--- config.mk ---
export PLATFORM = sky130hd
export DESIGN_NAME = mc_controller_fsm
export DESIGN_NICKNAME = d
export VERILOG_FILES = /design/src/rtl/mc_ctrl_pkg.sv /design/src/rtl/mc_wait_timer.sv /design/src/rtl/mc_controller_fsm.sv
export SDC_FILE = /design/constraint.sdc
export NUM_CORES = 1
export LEC_CHECK = 0
export ABC_AREA = 1
export BUFFER_PORTS_ARGS = -buffer_cell sky130_fd_sc_hd__buf_2
export CELL_PAD_IN_SITES_DETAIL_PLACEMENT = 1
export CELL_PAD_IN_SITES_GLOBAL_PLACEMENT = 2
export CORE_ASPECT_RATIO = 0.9
export CORE_MARGIN = 3
export CORE_UTILIZATION = 33
export CTS_CLUSTER_SIZE = 10
export DETAILED_ROUTE_END_ITERATION = 7
export PLACE_DENSITY_LB_ADDON = 0.3
export REMOVE_ABC_BUFFERS = 1
export SYNTH_ARGS = -nofsm -noshare
export SYNTH_HDL_FRONTEND = slang
export SYNTH_SLANG_ARGS = --single-unit
--- constraint.sdc ---
create_clock -name clk_i -period 2.5 [get_ports clk_i]
set_clock_uncertainty 0.2 [all_clocks]
set_input_delay 0.25 -clock clk_i [delete_from_list [all_inputs] [get_ports clk_i]]
set_output_delay 0.25 -clock clk_i [all_outputs]
set_load 0.1 [all_outputs]
--- src/rtl/mc_ctrl_pkg.sv ---
// ============================================================================
// Module : mc_ctrl_pkg
// Brief  : State, control-word and opcode definitions for the multicycle
//          MIPS main controller.
// Rev    : 1.0  initial release
// ============================================================================
`default_nettype none

package mc_ctrl_pkg;

    typedef enum logic [3:0] {
        FETCH     = 4'd0,
        DECODE    = 4'd1,
        MEM_ADR   = 4'd2,
        MEM_READ  = 4'd3,
        MEM_WB    = 4'd4,
        MEM_WRITE = 4'd5,
        EXECUTE   = 4'd6,
        ALU_WB    = 4'd7,
        IMM_EXEC  = 4'd8,
        IMM_WB    = 4'd9,
        BRANCH    = 4'd10,
        JUMP      = 4'd11,
        JAL_LINK  = 4'd12,
        FAULT     = 4'd13
    } state_t;

    typedef enum logic [3:0] {
        OPK_RTYPE   = 4'd0,
        OPK_LW      = 4'd1,
        OPK_SW      = 4'd2,
        OPK_BEQ     = 4'd3,
        OPK_BNE     = 4'd4,
        OPK_J       = 4'd5,
        OPK_JAL     = 4'd6,
        OPK_ADDI    = 4'd7,
        OPK_ANDI    = 4'd8,
        OPK_ORI     = 4'd9,
        OPK_ILLEGAL = 4'd10
    } op_kind_t;

    // rdy_gate: ir_write/pc_write/retire only count in a cycle with mem_ready.
    typedef struct packed {
        logic       mem_req;
        logic       iord;
        logic       alu_src_a;
        logic [1:0] alu_src_b;
        logic [1:0] alu_op;
        logic [1:0] pc_src;
        logic       mem_to_reg;
        logic       reg_dst;
        logic       ir_write;
        logic       mem_write;
        logic       pc_write;
        logic       reg_write;
        logic       branch;
        logic       branch_ne;
        logic       imm_zext;
        logic       link;
        logic       retire;
        logic       rdy_gate;
        logic       fault;
    } ctrl_word_t;

    localparam logic [1:0] c_aluop_add   = 2'b00;
    localparam logic [1:0] c_aluop_sub   = 2'b01;
    localparam logic [1:0] c_aluop_funct = 2'b10;
    localparam logic [1:0] c_aluop_logic = 2'b11;

    localparam logic [1:0] c_pcsrc_alu    = 2'b00;
    localparam logic [1:0] c_pcsrc_aluout = 2'b01;
    localparam logic [1:0] c_pcsrc_jump   = 2'b10;

    localparam logic [1:0] c_srcb_reg    = 2'b00;
    localparam logic [1:0] c_srcb_four   = 2'b01;
    localparam logic [1:0] c_srcb_imm    = 2'b10;
    localparam logic [1:0] c_srcb_branch = 2'b11;

    localparam logic [5:0] c_op_rtype = 6'b000000;
    localparam logic [5:0] c_op_j     = 6'b000010;
    localparam logic [5:0] c_op_jal   = 6'b000011;
    localparam logic [5:0] c_op_beq   = 6'b000100;
    localparam logic [5:0] c_op_bne   = 6'b000101;
    localparam logic [5:0] c_op_addi  = 6'b001000;
    localparam logic [5:0] c_op_andi  = 6'b001100;
    localparam logic [5:0] c_op_ori   = 6'b001101;
    localparam logic [5:0] c_op_lw    = 6'b100011;
    localparam logic [5:0] c_op_sw    = 6'b101011;

    function automatic op_kind_t decode_op(input logic [5:0] op);
        op_kind_t k;
        case (op)
            c_op_rtype: k = OPK_RTYPE;
            c_op_j:     k = OPK_J;
            c_op_jal:   k = OPK_JAL;
            c_op_beq:   k = OPK_BEQ;
            c_op_bne:   k = OPK_BNE;
            c_op_addi:  k = OPK_ADDI;
            c_op_andi:  k = OPK_ANDI;
            c_op_ori:   k = OPK_ORI;
            c_op_lw:    k = OPK_LW;
            c_op_sw:    k = OPK_SW;
            default:    k = OPK_ILLEGAL;
        endcase
        return k;
    endfunction

endpackage

`default_nettype wire

--- src/rtl/mc_wait_timer.sv ---
// ============================================================================
// Module : mc_wait_timer
// Brief  : Saturating wait-state counter with timeout flag; LIMIT = 0 never
//          times out.
// Rev    : 1.0  initial release
// ============================================================================
`default_nettype none

module mc_wait_timer #(
    parameter int LIMIT = 16
) (
    input  logic clk,
    input  logic rst,
    input  logic clr,
    input  logic inc,
    output logic timeout
);

    localparam int c_cnt_w = (LIMIT < 2) ? 1 : $clog2(LIMIT + 1);
    localparam logic [c_cnt_w-1:0] c_max  = '1;
    localparam logic [c_cnt_w-1:0] c_last = (LIMIT == 0) ? '0 : c_cnt_w'(LIMIT - 1);

    logic [c_cnt_w-1:0] r_count;

    always_ff @(posedge clk or posedge rst) begin
        if (rst) begin
            r_count <= '0;
        end else if (clr) begin
            r_count <= '0;
        end else if (inc && (r_count != c_max)) begin
            r_count <= r_count + c_cnt_w'(1);
        end
    end

    // Flag fires in the cycle whose missing ready would make the count reach LIMIT.
    generate
        if (LIMIT == 0) begin : g_no_timeout
            assign timeout = 1'b0;
        end else begin : g_timeout
            assign timeout = inc && (r_count >= c_last);
        end
    endgenerate

endmodule

`default_nettype wire

--- src/rtl/mc_controller_fsm.sv ---
// ============================================================================
// Module : mc_controller_fsm
// Brief  : Multicycle MIPS main controller with memory handshake, wait
//          timeout, illegal-opcode fault and retire pulse.
// Rev    : 1.0  initial release
// ============================================================================
`default_nettype none

module mc_controller_fsm #(
    parameter int OP_W         = 6,
    parameter int TIMEOUT_CYC  = 16,
    parameter int TRAP_ILLEGAL = 1
) (
    input  logic            clk_i,
    input  logic            reset_i,
    input  logic [OP_W-1:0] op_i6,
    input  logic            mem_ready_i,
    output logic            mem_req_o,
    output logic            mem_to_reg_o,
    output logic            reg_dst_rtrd_o,
    output logic            instr_or_data_o,
    output logic            a_alu_input_o,
    output logic [1:0]      pc_branch_o2,
    output logic [1:0]      b_alu_input_o2,
    output logic [1:0]      alu_alt_ctrl_o2,
    output logic            instr_we_o,
    output logic            enable_wmem_o,
    output logic            pc_write_o,
    output logic            enable_wrf_o,
    output logic            branch_o,
    output logic            branch_ne_o,
    output logic            imm_zext_o,
    output logic            link_o,
    output logic            retire_o,
    output logic            fault_o,
    output logic [3:0]      state_o4
);

    import mc_ctrl_pkg::*;

    function automatic ctrl_word_t ctrl_decode(input state_t s, input op_kind_t k);
        ctrl_word_t w;
        w = '0;
        case (s)
            FETCH: begin
                w.mem_req   = 1'b1;
                w.alu_src_b = c_srcb_four;
                w.ir_write  = 1'b1;
                w.pc_write  = 1'b1;
                w.rdy_gate  = 1'b1;
            end
            DECODE: begin
                w.alu_src_b = c_srcb_branch;
            end
            MEM_ADR: begin
                w.alu_src_a = 1'b1;
                w.alu_src_b = c_srcb_imm;
            end
            MEM_READ: begin
                w.iord    = 1'b1;
                w.mem_req = 1'b1;
            end
            MEM_WRITE: begin
                w.iord      = 1'b1;
                w.mem_req   = 1'b1;
                w.mem_write = 1'b1;
                w.retire    = 1'b1;
                w.rdy_gate  = 1'b1;
            end
            MEM_WB: begin
                w.mem_to_reg = 1'b1;
                w.reg_write  = 1'b1;
                w.retire     = 1'b1;
            end
            EXECUTE: begin
                w.alu_src_a = 1'b1;
                w.alu_src_b = c_srcb_reg;
                w.alu_op    = c_aluop_funct;
            end
            ALU_WB: begin
                w.reg_dst   = 1'b1;
                w.reg_write = 1'b1;
                w.retire    = 1'b1;
            end
            IMM_EXEC: begin
                w.alu_src_a = 1'b1;
                w.alu_src_b = c_srcb_imm;
                w.alu_op    = (k == OPK_ADDI) ? c_aluop_add : c_aluop_logic;
                w.imm_zext  = (k != OPK_ADDI);
            end
            IMM_WB: begin
                w.reg_write = 1'b1;
                w.retire    = 1'b1;
            end
            BRANCH: begin
                w.alu_src_a = 1'b1;
                w.alu_src_b = c_srcb_reg;
                w.alu_op    = c_aluop_sub;
                w.pc_src    = c_pcsrc_aluout;
                w.branch    = (k == OPK_BEQ);
                w.branch_ne = (k == OPK_BNE);
                w.retire    = 1'b1;
            end
            JUMP: begin
                w.pc_src   = c_pcsrc_jump;
                w.pc_write = 1'b1;
                w.retire   = 1'b1;
            end
            JAL_LINK: begin
                w.link      = 1'b1;
                w.reg_write = 1'b1;
                w.pc_src    = c_pcsrc_jump;
                w.pc_write  = 1'b1;
                w.retire    = 1'b1;
            end
            default: begin
                w.fault = 1'b1;
            end
        endcase
        return w;
    endfunction

    localparam ctrl_word_t c_fetch_word = ctrl_decode(FETCH, OPK_RTYPE);

    state_t     r_state;
    state_t     w_next;
    ctrl_word_t r_ctrl;
    ctrl_word_t w_ctrl_next;
    op_kind_t   w_kind;
    logic       w_in_mem;
    logic       w_wait_inc;
    logic       w_timer_clr;
    logic       w_timeout;
    logic       w_gate_ok;
    logic       w_en_ok;

    assign w_kind      = decode_op(6'(op_i6));
    assign w_in_mem    = (r_state == FETCH) || (r_state == MEM_READ) || (r_state == MEM_WRITE);
    assign w_wait_inc  = w_in_mem && !mem_ready_i;
    assign w_timer_clr = (w_next != r_state);

    mc_wait_timer #(
        .LIMIT (TIMEOUT_CYC)
    ) u_wait_timer (
        .clk     (clk_i),
        .rst     (reset_i),
        .clr     (w_timer_clr),
        .inc     (w_wait_inc),
        .timeout (w_timeout)
    );

    // Ready is tested before timeout so a last-moment completion still succeeds.
    always_comb begin
        w_next = r_state;
        case (r_state)
            FETCH: begin
                if (mem_ready_i)    w_next = DECODE;
                else if (w_timeout) w_next = FAULT;
            end
            DECODE: begin
                case (w_kind)
                    OPK_LW, OPK_SW:             w_next = MEM_ADR;
                    OPK_RTYPE:                  w_next = EXECUTE;
                    OPK_BEQ, OPK_BNE:           w_next = BRANCH;
                    OPK_ADDI, OPK_ANDI, OPK_ORI: w_next = IMM_EXEC;
                    OPK_J:                      w_next = JUMP;
                    OPK_JAL:                    w_next = JAL_LINK;
                    default:                    w_next = (TRAP_ILLEGAL != 0) ? FAULT : FETCH;
                endcase
            end
            MEM_ADR:   w_next = (w_kind == OPK_SW) ? MEM_WRITE : MEM_READ;
            MEM_READ: begin
                if (mem_ready_i)    w_next = MEM_WB;
                else if (w_timeout) w_next = FAULT;
            end
            MEM_WRITE: begin
                if (mem_ready_i)    w_next = FETCH;
                else if (w_timeout) w_next = FAULT;
            end
            MEM_WB, ALU_WB, IMM_WB, BRANCH, JUMP, JAL_LINK: w_next = FETCH;
            EXECUTE:   w_next = ALU_WB;
            IMM_EXEC:  w_next = IMM_WB;
            default:   w_next = FAULT;
        endcase
    end

    always_comb begin
        w_ctrl_next = ctrl_decode(w_next, w_kind);
    end

    always_ff @(posedge clk_i or posedge reset_i) begin
        if (reset_i) begin
            r_state <= FETCH;
            r_ctrl  <= c_fetch_word;
        end else begin
            r_state <= w_next;
            r_ctrl  <= w_ctrl_next;
        end
    end

    assign w_gate_ok = !r_ctrl.rdy_gate || mem_ready_i;
    assign w_en_ok   = !reset_i;

    assign mem_req_o       = r_ctrl.mem_req;
    assign mem_to_reg_o    = r_ctrl.mem_to_reg;
    assign reg_dst_rtrd_o  = r_ctrl.reg_dst;
    assign instr_or_data_o = r_ctrl.iord;
    assign a_alu_input_o   = r_ctrl.alu_src_a;
    assign pc_branch_o2    = r_ctrl.pc_src;
    assign b_alu_input_o2  = r_ctrl.alu_src_b;
    assign alu_alt_ctrl_o2 = r_ctrl.alu_op;
    assign instr_we_o      = r_ctrl.ir_write  && w_gate_ok && w_en_ok;
    assign pc_write_o      = r_ctrl.pc_write  && w_gate_ok && w_en_ok;
    assign retire_o        = r_ctrl.retire    && w_gate_ok && w_en_ok;
    assign enable_wmem_o   = r_ctrl.mem_write && w_en_ok;
    assign enable_wrf_o    = r_ctrl.reg_write && w_en_ok;
    assign branch_o        = r_ctrl.branch;
    assign branch_ne_o     = r_ctrl.branch_ne;
    assign imm_zext_o      = r_ctrl.imm_zext;
    assign link_o          = r_ctrl.link;
    assign fault_o         = r_ctrl.fault;
    assign state_o4        = r_state;

endmodule

`default_nettype wire

**Word level (Yosys, flattened, before mapping)**

Memories as Yosys holds them, arrays and structs flattened.
Cells that the tools add are included.

- Bits in registers: 31
- Memory bits (read-only): 64
- Input port bits: 9
- Memories kept: 1

- $add $sub $neg: 1
- Magnitude comparators: 1
- Equal/unequal tests: 40
- Multiplexer cells: 28
- Reductions and logical operators: 32

Memories:

| memory | depth | width | read ports | clocked after memory_dff | wr ports | line | source |
|---|---|---|---|---|---|---|---|
| (no name shown) | 16 | 4 | 1 | 0 | 0 | mc_controller_fsm.sv:161 | `case (w_kind)` |

Operator list:

| operator | number |
|---|---|
| $eq 4x3->1 const B | 10 |
| $eq 4x4->1 const B | 10 |
| $pmux 4 s10 | 1 |
| $pmux 4 s8 | 1 |
| $eq 4x2->1 const B | 6 |
| $eq 6x4->1 const B | 3 |
| $mux 4 | 4 |
| $mux 1 | 14 |
| $reduce_or 13->1 | 1 |
| $eq 6x2->1 const B | 2 |
| $eq 6x3->1 const B | 2 |
| $eq 6x6->1 const B | 2 |
| $pmux 2 s3 | 2 |
| $logic_and 1x1->1 | 11 |
| $mux 5 | 2 |
| $eq 4x1->1 const B | 2 |
| $logic_not 4->1 | 2 |
| $reduce_or 2->1 | 4 |
| $reduce_or 4->1 | 2 |
| $reduce_or 7->1 | 1 |
| $logic_not 6->1 | 1 |
| $reduce_or 3->1 | 2 |
| $reduce_or 6->1 | 1 |
| $add 5x1->5 const B | 1 |
| other kinds (10) | 15 |

**Logic depth before layout (Yosys ltp)**

- Depth after elaboration: 11
- Mapped depth: 16

**Cells and area by module**

Synthesis repeated with hierarchy kept, for this count alone.

- Cells, all modules: 238
- Area, all modules: 1811.7 um2

By module, submodules not included:

| module | times used | cells an instance | area an instance (um2) |
|---|---|---|---|
| mc_controller_fsm | 1 | 199 | 1508.9 |
| mc_wait_timer | 1 | 39 | 302.8 |

**Worst setup path before layout**

Ideal clock, no wire load.

- Path type: in2out
- From: in reset_i
- To: out instr_we_o
- Data arrival time: 2.392 ns
- Required time: 2.050 ns
- Setup slack: -0.342 ns
- Stages on the path: 3
- Buffers on the path: 0
- Cells stage by stage: inv_1 > nand2_1 > nor2_1

- Cells in the longest elaborated chain, start to end: 2

Ends and longest elaborated chain:

| what | line | source |
|---|---|---|
| start: declaration | mc_controller_fsm.sv:15 | `input logic reset_i,` |
| $logic_not 1->1 | mc_controller_fsm.sv:202 | `assign w_en_ok = !reset_i;` |
| $logic_and 1x1->1 | mc_controller_fsm.sv:212 | `assign instr_we_o = r_ctrl.ir_write && w_gate_ok && w_en_ok;` |
| end: declaration | mc_controller_fsm.sv:26 | `output logic instr_we_o,` |

No other way between the ends.

==> impl_metrics.ini <==
[cells_and_area]
drive_gt1_frac = 0.405
fin_nets = 307
antennaDiodeCount = 0
final-instance-count-excl-fill = 366
synthToLayoutAreaGrowth_pct = 24.4

[placement]
placed_cells = 345
place_ws_ps = -11.1
gp_congestion = 0.769
hpwlAfterDp_um = 3760
io_buffers = 33

[sta]
maxSlewViolCount = 0
rsz_0062_raised_after_global_routing = true
timing_worst_slew_pin_value_ps = 558
slew_headroom = 0.625
postLayoutSetupSlackWorst_ps = 159
finalHoldViolCount = 0
period_needed_ps = 2340
setup-violations-final = 0
achievable-frequency_mhz = 427
post-route-period-util = 0.936

[synth]
synth.largest_area_cell = sky130_fd_sc_hd__dfrtp_1
post_synth_instance_area_um2 = 2020
share_of_yosys_cell_area_claimed_by_the_top_area_cell_type = 0.322
synth.distinct_cells = 35
syn_area_per_cell_um2 = 8.14
synth.yosys.seq_area_share = 0.387
yosys-top-cells-area = sky130_fd_sc_hd__dfrtp_1 (32%), sky130_fd_sc_hd__nand2_1 (9.7%), sky130_fd_sc_hd__nand3_1 (6.7%)
synth.ff_latch_count = 31
synth_cells = 248
synth_warnings = 0

[cts]
clock_tree.buffer_depth = 2
cts_num_sinks = 31
clk_root_buffer_cell = sky130_fd_sc_hd__clkbuf_8
clock_pin_slew_of_the_registers_on_the_worst_case_setup_and_hold_paths_ps = 60
tritoncts_clock_tree = yes
cts_h_tree_lvls = 2
insertion_delay_ps = 280
cts-buffers-inserted = 5

[global_routing]
grt_overflow_total = 0
grt_first_pass_wirelength_um = 8280
initial_antenna_violation_count = 0
first_global_vias = 1702
gr-usage-all-layers = 0.150
grt_start_max_net_pins = 32

[job]
cap_viol_max_count = 0

[detailed_routing]
drc = 0
drt-vias-per-instance = 4.58
route.final.wire_length_um = 4900
drtPass1Iterations = 4
drt.antenna.violating_nets = 0
num_vias = 1678
initial_drc_count = 47
wl_per_instance_um = 13.4

[die]
floorplan.io_pins = 34
area_inside_the_core_boundary_um2 = 5790
die_h_um = 80.2
cell_row_count = 26
floorplan.initialDensity = 0.349
die_x_um = 88.4
die_area_um2 = 7090

[worst_setup_path]
critPathCaptureType = flop
critical_path_peak_fanout = 6
critical_path.cell_chain = ha_2 -> and3_4 -> ha_1 -> nor2_1 -> nand2_1 -> nand3_2 -> nand3_1 -> nand2_1 -> nand3_2 -> nor2_4 -> nand2_4 -> buf_6 -> nand3_1 -> nand3_1
cp.arrival_ps = 2310
crit_path_start_kind = flop
worst_ep_required_time_ps = 2470
timing.critical_path.mode_cell = sky130_fd_sc_hd__nand3_1
critical_path_class = reg2reg
crit_path_top_delay_cell = sky130_fd_sc_hd__dfrtp_1
slowest_delay_ps = 390

[pwr]
ir_worst_vdd_uv = 287
power_density_nw_per_um2 = 383
cellLeakagePower_uw = 0.00137

[min_path]
hp-class = in2reg

[run_status]
outcome = complete, no violations
[power breakdown]
| group | leakage [uW] | total, uW | internal, uW | switching [uW] |
|---|---|---|---|---|
| logic | 0.000926 | 56.7 | 16.2 | 40.5 |
| registers | 0.000392 | 502 | 502 | 0 |
| clock network | 0.0000482 | 402 | 222 | 181 |
[cells in the mapped netlist]
cell type                   n
sky130_fd_sc_hd__nor3_1     1
sky130_fd_sc_hd__ha_1       3
sky130_fd_sc_hd__nor2_2     9
sky130_fd_sc_hd__inv_1     35
sky130_fd_sc_hd__mux2i_1    1
sky130_fd_sc_hd__o21ai_1    1
sky130_fd_sc_hd__nand2_2   10
sky130_fd_sc_hd__dfrtp_1   26
sky130_fd_sc_hd__nand4_1    1
sky130_fd_sc_hd__nor3_2     5
sky130_fd_sc_hd__nand3_1   27
sky130_fd_sc_hd__nor2_1    25
sky130_fd_sc_hd__xnor2_1    1
sky130_fd_sc_hd__nor4_2     1
sky130_fd_sc_hd__nor2_8     2
sky130_fd_sc_hd__xor2_1     2
sky130_fd_sc_hd__nand3_4    2
sky130_fd_sc_hd__nand3_2    8
sky130_fd_sc_hd__o21ai_0    2
sky130_fd_sc_hd__a21oi_2    1
sky130_fd_sc_hd__inv_4      1
sky130_fd_sc_hd__nand3b_1   1
sky130_fd_sc_hd__clkinv_4   1
sky130_fd_sc_hd__o31ai_1    1
sky130_fd_sc_hd__and3_1     1
sky130_fd_sc_hd__dfstp_2    5
sky130_fd_sc_hd__nor2_4     2
sky130_fd_sc_hd__inv_2      5
sky130_fd_sc_hd__nand4_2    2
sky130_fd_sc_hd__buf_6      1
sky130_fd_sc_hd__o21ai_2    3
sky130_fd_sc_hd__nand2_1   52
sky130_fd_sc_hd__a21oi_4    1
sky130_fd_sc_hd__nand2_4    3
sky130_fd_sc_hd__buf_4      6
[critical path: cells and delay by family, from the launching register on]
kind | cells | cell delay (ps)
fa+ha+maj | 2 | 370
simple gates | 11 | 1120
buf+inv | 1 | 160
flops | 1 | 390
[stage by stage]
stage	hold slack [ps]	power, uW	setup TNS (ps)	util	cell area (um2)
detailed placement	199	568	-11.1	0.392	2270
global route	103	1010	-583	0.433	2510
floorplan	158	546	-2380	-	1960
CTS	83.9	981	0	0.416	2410
global placement	192	567	0	0.392	2270
finish	92.0	961	0	0.433	2510
[repair_timing]
action / CTS / global route
endpoints found under the setup margin: 9 / 27
endpoints found under the hold margin: 26 / 0
pin swaps: 3 / 13
resized for setup: 4 / 10
buffers inserted: 4 / 8
hold buffers: 1 / 0
[per-layer routing]
layer / GRT usage / up-vias / part of all wire / wire (um)
li1: - / 864 / - / -
met1: 0.202 / 789 / 0.47 / 2320
met2: 0.245 / 21 / 0.49 / 2390
met3: 0.0390 / 4 / 0.031 / 150
met4: 0.0272 / 0 / 0.0084 / 41
met5: 0 / - / 0 / 0
[area by class of cell]
| cell class | count | area [um2] |
|---|---|---|
| Clock buffer | 7 | 86.3 |
| Fill cell | 703 | 3280 |
| Inverter | 42 | 168 |
| Timing Repair Buffer | 47 | 322 |
| Sequential cell | 31 | 783 |
| Tap cell | 70 | 87.6 |
| Clock inverter | 1 | 5.00 |
| Multi-Input combinational cell | 168 | 1060 |
[placed cells by master (no fill, tap or decap), types with 2 or more instances in the layout]
cell type / Yosys / final
sky130_fd_sc_hd__buf_2: 0 / 30
sky130_fd_sc_hd__buf_4: 6 / 12
sky130_fd_sc_hd__inv_1: 35 / 35
sky130_fd_sc_hd__nor2_2: 9 / 7
sky130_fd_sc_hd__ha_1: 3 / 2
sky130_fd_sc_hd__nor2_8: 2 / 2
sky130_fd_sc_hd__inv_4: 1 / 2
sky130_fd_sc_hd__nand3_2: 8 / 9
sky130_fd_sc_hd__nor2_1: 25 / 25
sky130_fd_sc_hd__dfstp_2: 5 / 5
sky130_fd_sc_hd__inv_2: 5 / 4
sky130_fd_sc_hd__nand2_1: 52 / 50
sky130_fd_sc_hd__nand3_1: 27 / 26
sky130_fd_sc_hd__o21ai_0: 2 / 2
sky130_fd_sc_hd__nand2_4: 3 / 3
sky130_fd_sc_hd__a21oi_4: 1 / 2
sky130_fd_sc_hd__buf_12: 0 / 3
sky130_fd_sc_hd__o21ai_2: 3 / 3
sky130_fd_sc_hd__nand2_2: 10 / 12
sky130_fd_sc_hd__clkbuf_8: 0 / 6
sky130_fd_sc_hd__nor3_2: 5 / 5
sky130_fd_sc_hd__dfrtp_1: 26 / 25
sky130_fd_sc_hd__nand3_4: 2 / 2
sky130_fd_sc_hd__xor2_1: 2 / 2
sky130_fd_sc_hd__nor2_4: 2 / 4
[sequential cells by signal, indices dropped and copies added, names as in the netlist]
register and flops:
link_o 1, branch_o 1, pc_branch_o2 2, a_alu_input_o 1
state_o4 4, reg_dst_rtrd_o 1, mem_to_reg_o 1, alu_alt_ctrl_o2 2
imm_zext_o 1, branch_ne_o 1, mem_req_o 1, b_alu_input_o2 2
instr_or_data_o 1, r_ctrl 6, fault_o 1, u_wait_timer.r_count 5
[worst paths after layout]
path                                         startpoint                      end  slack (ps)  cells past startpoint
worst max-delay path            u_wait_timer.r_count[1]                r_ctrl[2]         160                     14
worst min-delay path                        mem_ready_i        b_alu_input_o2[0]          90                      3
worst max register to register  u_wait_timer.r_count[1]                r_ctrl[2]         160                     14
worst min register to register  u_wait_timer.r_count[3]  u_wait_timer.r_count[3]         480                      2
max in group asynchronous                       reset_i                mem_req_o        1340                      4
min in group asynchronous                       reset_i                   link_o         440                      4
[logic make-up after synthesis]
logic type,Yosys count,synth area share
buffers and inverters,49,0.110
XOR/XNOR,3,0.0130
flip-flops,31,0.387
AND/OR/NAND/NOR,152,0.430
AO/OA/AOI/OAI,9,0.0366
adder cells (fa/ha/maj),3,0.0186
multiplexers,1,0.00496
Power figures use the tool's default switching activity.
